===== config.mk =====
export PLATFORM = sky130hd
export DESIGN_NAME = ifetch_queue_flat
export DESIGN_NICKNAME = d
export VERILOG_FILES = /design/src/rtl/ifetch_queue_if.sv /design/src/rtl/ifetch_queue.sv /design/src/flat_wrapper.sv
export SDC_FILE = /design/constraint.sdc
export NUM_CORES = 1
export LEC_CHECK = 0
export ABC_AREA = 1
export ABC_CLOCK_PERIOD_IN_PS = 6500
export CORE_MARGIN = 2
export CORE_UTILIZATION = 56
export CTS_CLUSTER_DIAMETER = 200
export DETAILED_ROUTE_END_ITERATION = 16
export GPL_TIMING_DRIVEN = 0
export PLACE_DENSITY = 0.86
export SLEW_MARGIN = 5
export SYNTH_ARGS = -nofsm -noshare
export SYNTH_HDL_FRONTEND = slang
export SYNTH_SLANG_ARGS = --single-unit

===== constraint.sdc =====
create_clock -name clk -period 6.5 [get_ports clk]
set_input_delay 1.3 -clock clk [delete_from_list [all_inputs] [get_ports clk]]
set_output_delay 1.3 -clock clk [all_outputs]
set_load 0.02 [all_outputs]

===== src/rtl/ifetch_queue_if.sv =====
// Fetch-side memory bus and decode-side instruction stream of ifetch_queue.
interface ifetch_queue_if;
    logic        imem_req;
    logic [31:0] imem_addr;
    logic        imem_gnt;
    logic        imem_rvalid;
    logic [31:0] imem_rdata;
    logic        inst_valid;
    logic [31:0] inst_data;
    logic [31:0] inst_pc;
    logic        inst_ready;

    modport master (
        output imem_req, imem_addr, inst_valid, inst_data, inst_pc,
        input  imem_gnt, imem_rvalid, imem_rdata, inst_ready
    );

    modport slave (
        input  imem_req, imem_addr, inst_valid, inst_data, inst_pc,
        output imem_gnt, imem_rvalid, imem_rdata, inst_ready
    );
endinterface


===== src/rtl/ifetch_queue.sv =====
// Credit-based instruction fetch queue with flush drop counting.
// Define IFQ_BYPASS_EN for zero-latency response bypass to decode.
module ifetch_queue #(
    parameter int DEPTH = 4
) (
    input  logic           clk,
    input  logic           rst,
    input  logic [31:0]    pc_in,
    output logic           stall_out,
    input  logic           flush,
    ifetch_queue_if.master bus
);
    localparam int AW = $clog2(DEPTH);
    localparam int CW = AW + 1;
    localparam logic [CW:0] LIMIT = (CW+1)'(DEPTH);

    typedef logic [AW-1:0] ptr_t;
    typedef logic [CW-1:0] cnt_t;

    cnt_t count;
    cnt_t outstanding;
    cnt_t drop_cnt;
    ptr_t tag_wr;
    ptr_t tag_rd;
    ptr_t q_wr;
    ptr_t q_rd;

    logic [31:0] tag_mem [DEPTH];
    logic [31:0] q_pc    [DEPTH];
    logic [31:0] q_data  [DEPTH];

    logic        fire;
    logic        rsp;
    logic        dropping;
    logic        keep;
    logic        byp;
    logic        q_push;
    logic        q_pop;
    logic [CW:0] used;

    // Queued plus in-flight entries must fit so a response never finds the queue full.
    assign used = {1'b0, count} + {1'b0, outstanding};

    assign bus.imem_req  = !rst && !flush && (used < LIMIT);
    assign bus.imem_addr = pc_in;
    assign fire          = bus.imem_req & bus.imem_gnt;
    assign stall_out     = rst | (!fire & !flush);

    assign rsp      = bus.imem_rvalid && (outstanding != '0) && !rst;
    assign dropping = drop_cnt != '0;
    assign keep     = rsp && !dropping && !flush;

`ifdef IFQ_BYPASS_EN
    assign byp = keep && (count == '0) && bus.inst_ready;
`else
    assign byp = 1'b0;
`endif

    assign q_push = keep && !byp;
    assign q_pop  = (count != '0) && bus.inst_ready && !rst;

    assign bus.inst_valid = !rst && ((count != '0) || byp);
    assign bus.inst_pc    = byp ? tag_mem[tag_rd] : q_pc[q_rd];
    assign bus.inst_data  = byp ? bus.imem_rdata : q_data[q_rd];

    always_ff @(posedge clk) begin
        if (rst) begin
            count       <= '0;
            outstanding <= '0;
            drop_cnt    <= '0;
            tag_wr      <= '0;
            tag_rd      <= '0;
            q_wr        <= '0;
            q_rd        <= '0;
        end else begin
            outstanding <= outstanding + cnt_t'(fire) - cnt_t'(rsp);
            if (fire)
                tag_wr <= tag_wr + ptr_t'(1);
            if (rsp)
                tag_rd <= tag_rd + ptr_t'(1);
            if (flush) begin
                // Everything still in flight after this edge belongs to the old path.
                count    <= '0;
                q_wr     <= '0;
                q_rd     <= '0;
                drop_cnt <= outstanding - cnt_t'(rsp);
            end else begin
                if (rsp && dropping)
                    drop_cnt <= drop_cnt - cnt_t'(1);
                if (q_push)
                    q_wr <= q_wr + ptr_t'(1);
                if (q_pop)
                    q_rd <= q_rd + ptr_t'(1);
                count <= count + cnt_t'(q_push) - cnt_t'(q_pop);
            end
        end
    end

    always_ff @(posedge clk) begin
        if (fire)
            tag_mem[tag_wr] <= bus.imem_addr;
        if (q_push) begin
            q_pc[q_wr]   <= tag_mem[tag_rd];
            q_data[q_wr] <= bus.imem_rdata;
        end
    end
endmodule


===== src/flat_wrapper.sv =====
// flat-port wrapper written by rule: the top's interface ports become plain ports
module ifetch_queue_flat 
#(
    parameter int DEPTH = 4
)
  (clk, rst, pc_in, stall_out, flush, bus_imem_req, bus_imem_addr, bus_inst_valid, bus_inst_data, bus_inst_pc, bus_imem_gnt, bus_imem_rvalid, bus_imem_rdata, bus_inst_ready);
  ifetch_queue_if bus_i ();
  input  logic clk;
  input  logic rst;
  input  logic [31:0] pc_in;
  output logic stall_out;
  input  logic flush;
  output wire logic [$bits(bus_i.imem_req)-1:0] bus_imem_req;
  output wire logic [$bits(bus_i.imem_addr)-1:0] bus_imem_addr;
  output wire logic [$bits(bus_i.inst_valid)-1:0] bus_inst_valid;
  output wire logic [$bits(bus_i.inst_data)-1:0] bus_inst_data;
  output wire logic [$bits(bus_i.inst_pc)-1:0] bus_inst_pc;
  input wire logic [$bits(bus_i.imem_gnt)-1:0] bus_imem_gnt;
  input wire logic [$bits(bus_i.imem_rvalid)-1:0] bus_imem_rvalid;
  input wire logic [$bits(bus_i.imem_rdata)-1:0] bus_imem_rdata;
  input wire logic [$bits(bus_i.inst_ready)-1:0] bus_inst_ready;
  assign bus_imem_req = bus_i.imem_req;
  assign bus_imem_addr = bus_i.imem_addr;
  assign bus_inst_valid = bus_i.inst_valid;
  assign bus_inst_data = bus_i.inst_data;
  assign bus_inst_pc = bus_i.inst_pc;
  assign bus_i.imem_gnt = bus_imem_gnt;
  assign bus_i.imem_rvalid = bus_imem_rvalid;
  assign bus_i.imem_rdata = bus_imem_rdata;
  assign bus_i.inst_ready = bus_inst_ready;
  ifetch_queue #(.DEPTH(DEPTH)) u_core (.clk(clk), .rst(rst), .pc_in(pc_in), .stall_out(stall_out), .flush(flush), .bus(bus_i));
endmodule

==> flow_summary.toml, run 1 <==
[run_status]
status = "complete, no violations"

[worst_setup_path]
critical_path_class = "in2out"
critPathMaxFanout = 7
crit_path_start_kind = "primary input"
crit_cells = 8
r2r_setup_slack_ps = 4190
required_ps = 5200
crit_top_cell = "clkdlybuf4s50_1"
crit_chain = "clkdlybuf4s50_1 -> nor2_4 -> nand2_2 -> nor2_8 -> nand2_4 -> inv_2 -> o21ai_1 -> clkdlybuf4s50_1"
cp_num_buf_inv = 3
reg2regPathDepth = 7
r2r_start = "u_core.outstanding[2]$_SDFF_PP0_"
critPathCaptureType = "output pin"
r2r_end = "u_core.q_pc[3][23]$_DFFE_PP_"
crit_family = "buffers and inverters"
worstPathArrival_ps = 3280
critical-path-slowest-cell = "clkdlybuf4s50_1"
critPathMaxStageDelay_ps = 610

[floorplanning]
start_util_pct = 56.9
die-width_um = 172
die_h_um = 172
core_um2 = 27700
dieArea_um2 = 29500
std_cell_rows = 61
num_io_pins = 169

[synthesis]
synth_cell_types = 30
syn-num-nets = 1228
synth_cells = 1138
ys.flop_type = "edfxtp_1"
synth_seq_cells = 405
syn_area_um2 = 15800
yosys.area.top_type = "edfxtp_1"
synth-edff-count = 384
synth.avg_cell_area_um2 = 13.8
synth_most_common_cell = "edfxtp_1"
ys_seq_area_share_pct = 75.9
async_reset_ff_share_pct = 0
synth_warnings = 0
synth_top_area_share_pct = 73.2
synth.area.top_cells = "edfxtp_1, nor2_1, o21ai_0"
synthTopCellsByCount = "edfxtp_1, nor2_1, o21ai_0, o22ai_1, o21ai_1"

[sta]
max_freq_ghz = 0.218
skew_ps = 23.3
setup_viol = 0
worst_hold_slack_ps = 489
hold_viol_final = 0
rsz0062_at_grt = "no"
period_minus_slack_ps = 4580
tightest_slew_ps = 766
slew_viol_final = 0
fin_crit_sh_pct = 70.5
slew_headroom_pct = 48.8

[pwr]
leakage_nw = 6.67
pwr-share-seq_pct = 52.0
power.switching_mw = 1.29
p_per_area_nw_per_um2 = 292
clkPwrFrac_pct = 39.0
combPwrFrac_pct = 8.9
power.internal_mw = 4.41
ir_drop_v = 0.000235
swShare_pct = 22.6

[drt]
totalWireLength_mm = 35.4
vias = 10134
viasPerCell = 5.73
drc = 0
drtAntennaViolNets = 0
drtIter0Drc = 1008
first_pass_iters = 7
wl_per_cell_um = 20.0

[clock_network]
cts_buffers = 41
cts-resized-gates = 0
clk_path_buf_depth = 3
clkLatencyLatePin_ps = 540
cts_tree = "yes"
numClockSinks = 405
htree_num_levels = 2
postCtsSetupBuffers = 0
clk_pin_slew_worst_paths_ps = 60
cts_root_buf = "clkbuf_16"
postCtsHoldBufs = 0

[layout]
seqCellArea_um2 = 12000
multiInputGateArea_um2 = 3070
num_antenna_cells = 0
drive_gt1_share_pct = 11.2
final_nets = 1451
finalInstanceArea_um2 = 19500
fill_cells = 1738
synthToLayoutAreaGrowth_pct = 23.7

[placement]
dpl.hpwl_mm = 21.4
place_area_um2 = 18200
numPortBuffers = 168
gp_congestion = 0.814

[global_routing]
grt_pass1_wl_mm = 53.5
grt_max_degree = 30
antenna_found_initial = 0
grtUsageMet3_pct = 3.84
overflow = 0
top_usage_layer = "met2"
grt_usage_pct = 24.0
use_met1_pct = 31.1
use_met2_pct = 40.3
grt_pass1_vias = 10023

[hold_path]
worstHoldPathCells = 2
min_from = "u_core.drop_cnt[1]$_SDFFE_PP0P_"
min_to = "u_core.drop_cnt[1]$_SDFFE_PP0P_"
min_path_type = "reg2reg"

[flow_run]
cap_violations = 0
[worst max-delay path by stage]
stage,end,from
floorplan,u_core.q_data[0][0]$_DFFE_PP_,bus_imem_rvalid
global placement,u_core.q_data[3][2]$_DFFE_PP_,rst
detailed placement,stall_out,rst
CTS,stall_out,rst
global route,stall_out,rst
finish,stall_out,rst
[cells in the final DEF (no fill, tap or decap), types with 2 or more instances in the layout]
| cell type | n |
|---|---|
| buf_4 | 39 |
| buf_6 | 13 |
| clkbuf_1 | 37 |
| clkinvlp_4 | 2 |
| inv_4 | 2 |
| o21ai_1 | 60 |
| inv_2 | 3 |
| dfxtp_1 | 21 |
| clkdlybuf4s50_1 | 168 |
| bufinv_16 | 3 |
| buf_2 | 12 |
| inv_6 | 2 |
| nand3_1 | 10 |
| clkinv_2 | 7 |
| a21oi_1 | 10 |
| nand2_2 | 2 |
| nand2_1 | 28 |
| ha_1 | 18 |
| nor2_1 | 213 |
| fa_1 | 2 |
| o22ai_1 | 96 |
| clkbuf_2 | 3 |
| buf_16 | 5 |
| edfxtp_1 | 384 |
| clkinv_1 | 6 |
| nor2_4 | 9 |
| inv_1 | 41 |
| buf_12 | 7 |
| o21ai_0 | 136 |
| xor2_1 | 3 |
| clkbuf_16 | 41 |
[power groups by stage]
stage / Combinational, mW / Clock (mW) / Sequential (mW)
after floorplan: 0.270 / 0 / 3.01
after global placement: 0.453 / 0 / 3.02
after detailed placement: 0.488 / 0 / 3.02
after CTS: 0.502 / 2.23 / 2.96
after global routing: 0.551 / 2.33 / 2.97
final: 0.507 / 2.22 / 2.96
[cell type report]
class                      instances  share of cell area [%]
clock buffer                      53                    5.49
tap                              378                    2.43
buffer                            92                    3.12
clock inverter                    19                   0.905
sequential                       405                    61.3
inverter                          47                   0.931
multi-input combinational        594                    15.8
timing repair buffer             180                    10.1
[metal layers]
layer | routed length, µm | up-vias
li1 | - | 4591
met1 | 13800 | 4903
met2 | 17700 | 558
met3 | 2870 | 82
met4 | 1070 | 0
met5 | 0 | -
[worst min-delay path: stages (launching register included)]
cell and delay (ps):
dfxtp_1 310, nor2_1 90, nor2_1 50
[cell families after synthesis]
family                   count (synthesis)  synth area share [%]
flip-flops                             405                  75.9
AO/OA/AOI/OAI                          303                  10.4
AND/OR/NAND/NOR                        267                  6.81
buffers and inverters                  139                  5.01
adder cells (fa/ha/maj)                 20                  1.68
XOR/XNOR                                 4                 0.222
[metrics by stage]
stage                     setup slack (ps)  util (%)  power [mW]  cells  setup TNS, ps
after floorplan                       1590         -        3.29   1138              0
after global placement               -1020      64.6        3.47   1684        -240870
after detailed placement              1920      65.9        3.51   1696              0
after CTS                             1920      70.4        5.70   1768              0
after global routing                  1850      70.4        5.85   1768              0
final                                 1920      70.4        5.70   1768              0
[sequential cells by signal, indices dropped and copies added (netlist names), named ones only]
name                flops
u_core.outstanding      3
u_core.drop_cnt         3
u_core.count            3
u_core.q_wr             2
u_core.q_pc           128
u_core.tag_wr           2
u_core.q_rd             2
u_core.tag_mem        128
u_core.q_data         128
u_core.tag_rd           2
(Power assumes the default switching activity.)
==> inputs of run 2 (changes only) <==
--- a/config.mk
+++ b/config.mk
@@ -6,13 +6,13 @@
 export NUM_CORES = 1
 export LEC_CHECK = 0
 export ABC_AREA = 1
-export ABC_CLOCK_PERIOD_IN_PS = 6500
+export ABC_CLOCK_PERIOD_IN_PS = 4030
 export CORE_MARGIN = 2
-export CORE_UTILIZATION = 56
+export CORE_UTILIZATION = 51
 export CTS_CLUSTER_DIAMETER = 200
 export DETAILED_ROUTE_END_ITERATION = 16
 export GPL_TIMING_DRIVEN = 0
-export PLACE_DENSITY = 0.86
+export PLACE_DENSITY = 0.83
 export SLEW_MARGIN = 5
 export SYNTH_ARGS = -nofsm -noshare
 export SYNTH_HDL_FRONTEND = slang
==> constraint.sdc (replaced) <==
create_clock -name clk -period 4.03 [get_ports clk]
set_input_delay 0.806 -clock clk [delete_from_list [all_inputs] [get_ports clk]]
set_output_delay 0.806 -clock clk [all_outputs]
set_load 0.02 [all_outputs]
==> flow_summary.toml, run 2 (same netlist as run 1, synthesis figures left out) <==
[run_status]
status = "complete, no violations"

[flow_run]
cap_violations = 0

[sta]
skew_ps = 30.9
fin_crit_sh_pct = 88.9
slew_headroom_pct = 47.1
max_freq_ghz = 0.279
rsz0062_at_grt = "no"
setup_viol = 0
worst_hold_slack_ps = 503
slew_viol_final = 0
hold_viol_final = 0
period_minus_slack_ps = 3580
tightest_slew_ps = 792

[global_routing]
overflow = 0
grt_max_degree = 30
antenna_found_initial = 0
grt_pass1_vias = 9778
grt_pass1_wl_mm = 53.4
grt_usage_pct = 21.0

[drt]
totalWireLength_mm = 34.8
drc = 0
vias = 10050
viasPerCell = 5.62
drtAntennaViolNets = 0
wl_per_cell_um = 19.5
drtIter0Drc = 1265
first_pass_iters = 6

[worst_setup_path]
r2r_end = "u_core.q_pc[2][26]$_DFFE_PP_"
r2r_start = "u_core.outstanding[2]$_SDFF_PP0_"
critical_path_class = "reg2out"
worstPathArrival_ps = 2780
crit_chain = "buf_4 -> clkbuf_1 -> o21ai_0 -> o22ai_1 -> clkdlybuf4s50_1"
critPathMaxFanout = 10
crit_family = "buffers and inverters"
critical-path-slowest-cell = "clkdlybuf4s50_1"
critPathCaptureType = "output pin"
r2r_setup_slack_ps = 1770
reg2regPathDepth = 7
crit_path_start_kind = "register"
cp_num_buf_inv = 3
crit_cells = 5
required_ps = 3220
critPathMaxStageDelay_ps = 690

[floorplanning]
die_h_um = 180
std_cell_rows = 64
dieArea_um2 = 32300
num_io_pins = 169
start_util_pct = 51.6
die-width_um = 180
core_um2 = 30500

[layout]
largestRegisters = "u_core.q_data (128), u_core.q_pc (128), u_core.tag_mem (128)"
synthToLayoutAreaGrowth_pct = 24.3
most-common-layout-cells = "edfxtp_1, nor2_1, clkdlybuf4s50_1"
finalNonFillerCells = 1787
num_antenna_cells = 0
final_nets = 1450
mostFrequentLayoutCell = "edfxtp_1"
fill_cells = 2024
seqCellArea_um2 = 12000
finalInstanceArea_um2 = 19600
drive_gt1_share_pct = 11.2
multiInputGateArea_um2 = 3070
final_core_util_pct = 64.2

[pwr]
leakage_nw = 6.70
ir_drop_v = 0.000408
p_per_area_nw_per_um2 = 472

[clock_network]
clk_pin_slew_worst_paths_ps = 70
clk_path_buf_depth = 3
cts_root_buf = "clkbuf_16"
postCtsSetupBuffers = 0
clkLatencyLatePin_ps = 550
cts-resized-gates = 0
cts_tree = "yes"
numClockSinks = 405
postCtsHoldBufs = 0
htree_num_levels = 2
cts_buffers = 40

[hold_path]
min_to = "u_core.drop_cnt[2]$_SDFFE_PP0P_"
min_from = "u_core.drop_cnt[2]$_SDFFE_PP0P_"
min_path_type = "reg2reg"
worstHoldPathCells = 2

[placement]
numPortBuffers = 168
dpl.hpwl_mm = 21.9
place_area_um2 = 18300
gp_congestion = 0.785
place_inst = 1714
## run 2: cell types whose count changed in the layout (fill, tap and decap cells not counted)
cell,change
clkinv_8,+1
inv_16,+1
buf_12,-1
clkinvlp_4,-1
clkbuf_8,+1
clkinv_1,+4
buf_16,+1
clkbuf_16,+1
clkinv_2,-1
clkbuf_1,-4
inv_6,-1
## run 2: how the worst max path moves through the flow
stage                          from                       endpoint  slack [ps]
floorplan           bus_imem_rvalid  u_core.q_data[0][0]$_DFFE_PP_        -380
global placement                rst  u_core.q_data[3][9]$_DFFE_PP_       -3000
detailed placement              rst                      stall_out         470
CTS                        register                bus_inst_pc[14]         380
global route                    rst                      stall_out         350
finish                     register                bus_inst_pc[14]         450
## run 2: metrics by stage
stage | setup WS [ps] | setup TNS (ps) | power (mW)
finish | 447 | 0 | 9.24
global route | 350 | 0 | 9.52
CTS | 382 | 0 | 9.26
detailed placement | 473 | 0 | 5.65
global placement | -3000 | -838790 | 5.61
floorplan | -384 | -98430 | 5.30
## run 2: final cells by class
| cell class | instances | area share [%] |
|---|---|---|
| repair buffers | 180 | 10.0 |
| well taps | 396 | 2.53 |
| inverters | 47 | 0.927 |
| clock inverters | 22 | 1.05 |
| clock buffers | 51 | 5.59 |
| plain buffers | 92 | 3.11 |
| multi-input cells | 594 | 15.7 |
| flip-flops and latches | 405 | 61.1 |
## run 2: per-layer routing
layer	part of all wire, %	vias to the layer above	track usage (%)
li1	-	4606	-
met1	39	4857	27.4
met2	50	510	36.0
met3	7.4	77	3.28
met4	2.9	0	7.58
met5	0	-	0
## run 2: tightest hold or removal path, cell delays in order, from the launching register on
cell and delay (ps):
dfxtp_1 320, nor2_1 100, nor2_1 50
## run 2: report_power, final
part	internal [mW]	switching, mW
Clock	2.13	1.53
Sequential	4.75	0.0329
Combinational	0.296	0.504
Total	7.17	2.06
==> inputs of run 3 (changes only) <==
--- a/config.mk
+++ b/config.mk
@@ -8,11 +8,12 @@
 export ABC_AREA = 1
 export ABC_CLOCK_PERIOD_IN_PS = 4030
 export CORE_MARGIN = 2
-export CORE_UTILIZATION = 51
+export CORE_UTILIZATION = 53
+export CTS_BUF_LIST = sky130_fd_sc_hd__clkbuf_4
 export CTS_CLUSTER_DIAMETER = 200
 export DETAILED_ROUTE_END_ITERATION = 16
 export GPL_TIMING_DRIVEN = 0
-export PLACE_DENSITY = 0.83
+export PLACE_DENSITY = 0.86
 export SLEW_MARGIN = 5
 export SYNTH_ARGS = -nofsm -noshare
 export SYNTH_HDL_FRONTEND = slang
==> flow_summary.toml, run 3 (same netlist as run 1, synthesis figures left out) <==
[worst_setup_path]
crit_family = "buffers and inverters"
critPathMaxFanout = 10
critPathMaxStageDelay_ps = 690
crit_chain = "buf_4 -> clkbuf_1 -> o21ai_0 -> o22ai_1 -> clkdlybuf4s50_1"
critPathCaptureType = "output pin"
crit_path_start_kind = "register"
cp_num_buf_inv = 3
worstPathArrival_ps = 2920
required_ps = 3220
critical-path-slowest-cell = "clkdlybuf4s50_1"
critical_path_class = "reg2out"

[sta]
setup_viol = 0
slew_viol_final = 0
tightest_slew_ps = 845
setup_tns_ps = 0
skew_ps = 62.6
fin_crit_sh_pct = 92.4
slew_headroom_pct = 43.5
rsz0062_at_grt = "no"
layout_setup_ws_ps = 307
hold_viol_final = 0
period_minus_slack_ps = 3720
max_freq_ghz = 0.269

[layout]
drive_gt1_share_pct = 16.6
finalInstanceArea_um2 = 19500
synthToLayoutAreaGrowth_pct = 23.5
final_core_util_pct = 66.0
largestRegisters = "u_core.q_data (128), u_core.q_pc (128), u_core.tag_mem (128)"
final_nets = 1505
most-common-layout-cells = "edfxtp_1, nor2_1, clkdlybuf4s50_1"
fill_cells = 1961
mostFrequentLayoutCell = "edfxtp_1"

[drt]
wl_per_cell_um = 19.1
totalWireLength_mm = 35.8
drtAntennaViolNets = 0
drtIter0Drc = 1087
vias = 10453
viasPerCell = 5.58
first_pass_iters = 7
drc = 0

[pwr]
p_per_area_nw_per_um2 = 448
ir_drop_v = 0.000277
leakage_nw = 6.77
p_total_mw = 8.71

[clock_network]
cts_tree = "yes"
cts_buffers = 94
postCtsSetupBuffers = 0
clk_path_buf_depth = 3
postCtsHoldBufs = 0
cts-resized-gates = 0
clk_pin_slew_worst_paths_ps = 70
cts_root_buf = "clkbuf_4"
htree_num_levels = 3
numClockSinks = 405
clkLatencyLatePin_ps = 730

[floorplanning]
std_cell_rows = 63
dieArea_um2 = 31100
num_io_pins = 169
die_h_um = 176
die-width_um = 176
start_util_pct = 53.4
core_um2 = 29500

[global_routing]
overflow = 0
use_met1_pct = 27.0
use_met2_pct = 39.2
grt_usage_pct = 22.7
top_usage_layer = "met2"
antenna_found_initial = 2
grt_pass1_vias = 10698
grt_pass1_wl_mm = 54.1
grtUsageMet3_pct = 4.48
grt_max_degree = 29

[placement]
gp_congestion = 0.771
numPortBuffers = 168
place_ws_ps = 470
place_area_um2 = 18300
dpl.hpwl_mm = 22.3

[hold_path]
min_path_type = "reg2reg"

[run_status]
status = "complete, no violations"

[flow_run]
cap_violations = 0
run 3: cell count changes in the layout (fill, tap and decap cells not counted), moves of 2 or more:
cell       before  now
buf_16          6    8
clkinv_2        6   13
clkinv_1       10   20
clkbuf_16      42    0
clkbuf_1       33   25
bufinv_16       3    1
clkbuf_4        0  128
run 3: path summary, 6_finish.rpt:
| check | from | endpoint | slack, ps | cells after the start |
|---|---|---|---|---|
| worst max-delay path | register | bus_inst_pc[15] | 310 | 5 |
| worst max register to register | u_core.drop_cnt[0]$_SDFFE_PP0P_ | u_core.q_data[1][8]$_DFFE_PP_ | 1690 | 7 |
| worst min-delay path | u_core.drop_cnt[1]$_SDFFE_PP0P_ | u_core.drop_cnt[1]$_SDFFE_PP0P_ | 490 | 2 |
| worst min register to register | u_core.drop_cnt[1]$_SDFFE_PP0P_ | u_core.drop_cnt[1]$_SDFFE_PP0P_ | 490 | 2 |
run 3: report_power, final:
group | total [mW] | leakage (nW) | internal, mW | switching (mW)
clock | 3.13 | 0.688 | 1.55 | 1.58
combinational | 0.803 | 2.46 | 0.297 | 0.506
sequential | 4.78 | 3.63 | 4.74 | 0.0333
total | 8.71 | 6.77 | 6.59 | 2.12
run 3: through the flow:
step | hold WS [ps] | instances
2_1_floorplan | 455 | 1138
3_3_place_gp | 467 | 1696
3_5_place_dp | 473 | 1709
4_1_cts | 489 | 1873
5_1_grt | 525 | 1874
6_report | 486 | 1874
run 3: cell type report:
type	count	area [µm²]	share of cell area, %
antenna	1	2.50	0.0129
clock buffer	128	961	4.94
clock inverter	36	185	0.952
tap	390	488	2.51
sequential	405	12000	61.4
timing repair buffer	181	2000	10.3
inverter	47	181	0.933
multi-input combinational	594	3070	15.8
buffer	92	608	3.13
run 3: per-layer routing:
metal | part of all wire, % | routed length, µm
met5 | 0 | 0
met4 | 4.2 | 1500
met3 | 8.6 | 3090
met2 | 51 | 18100
met1 | 37 | 13100
run 3: tightest hold or removal path, delay by kind of cell, from the launching register on:
kind / cells / cell delay (ps)
flops: 1 / 330
simple gates: 2 / 130
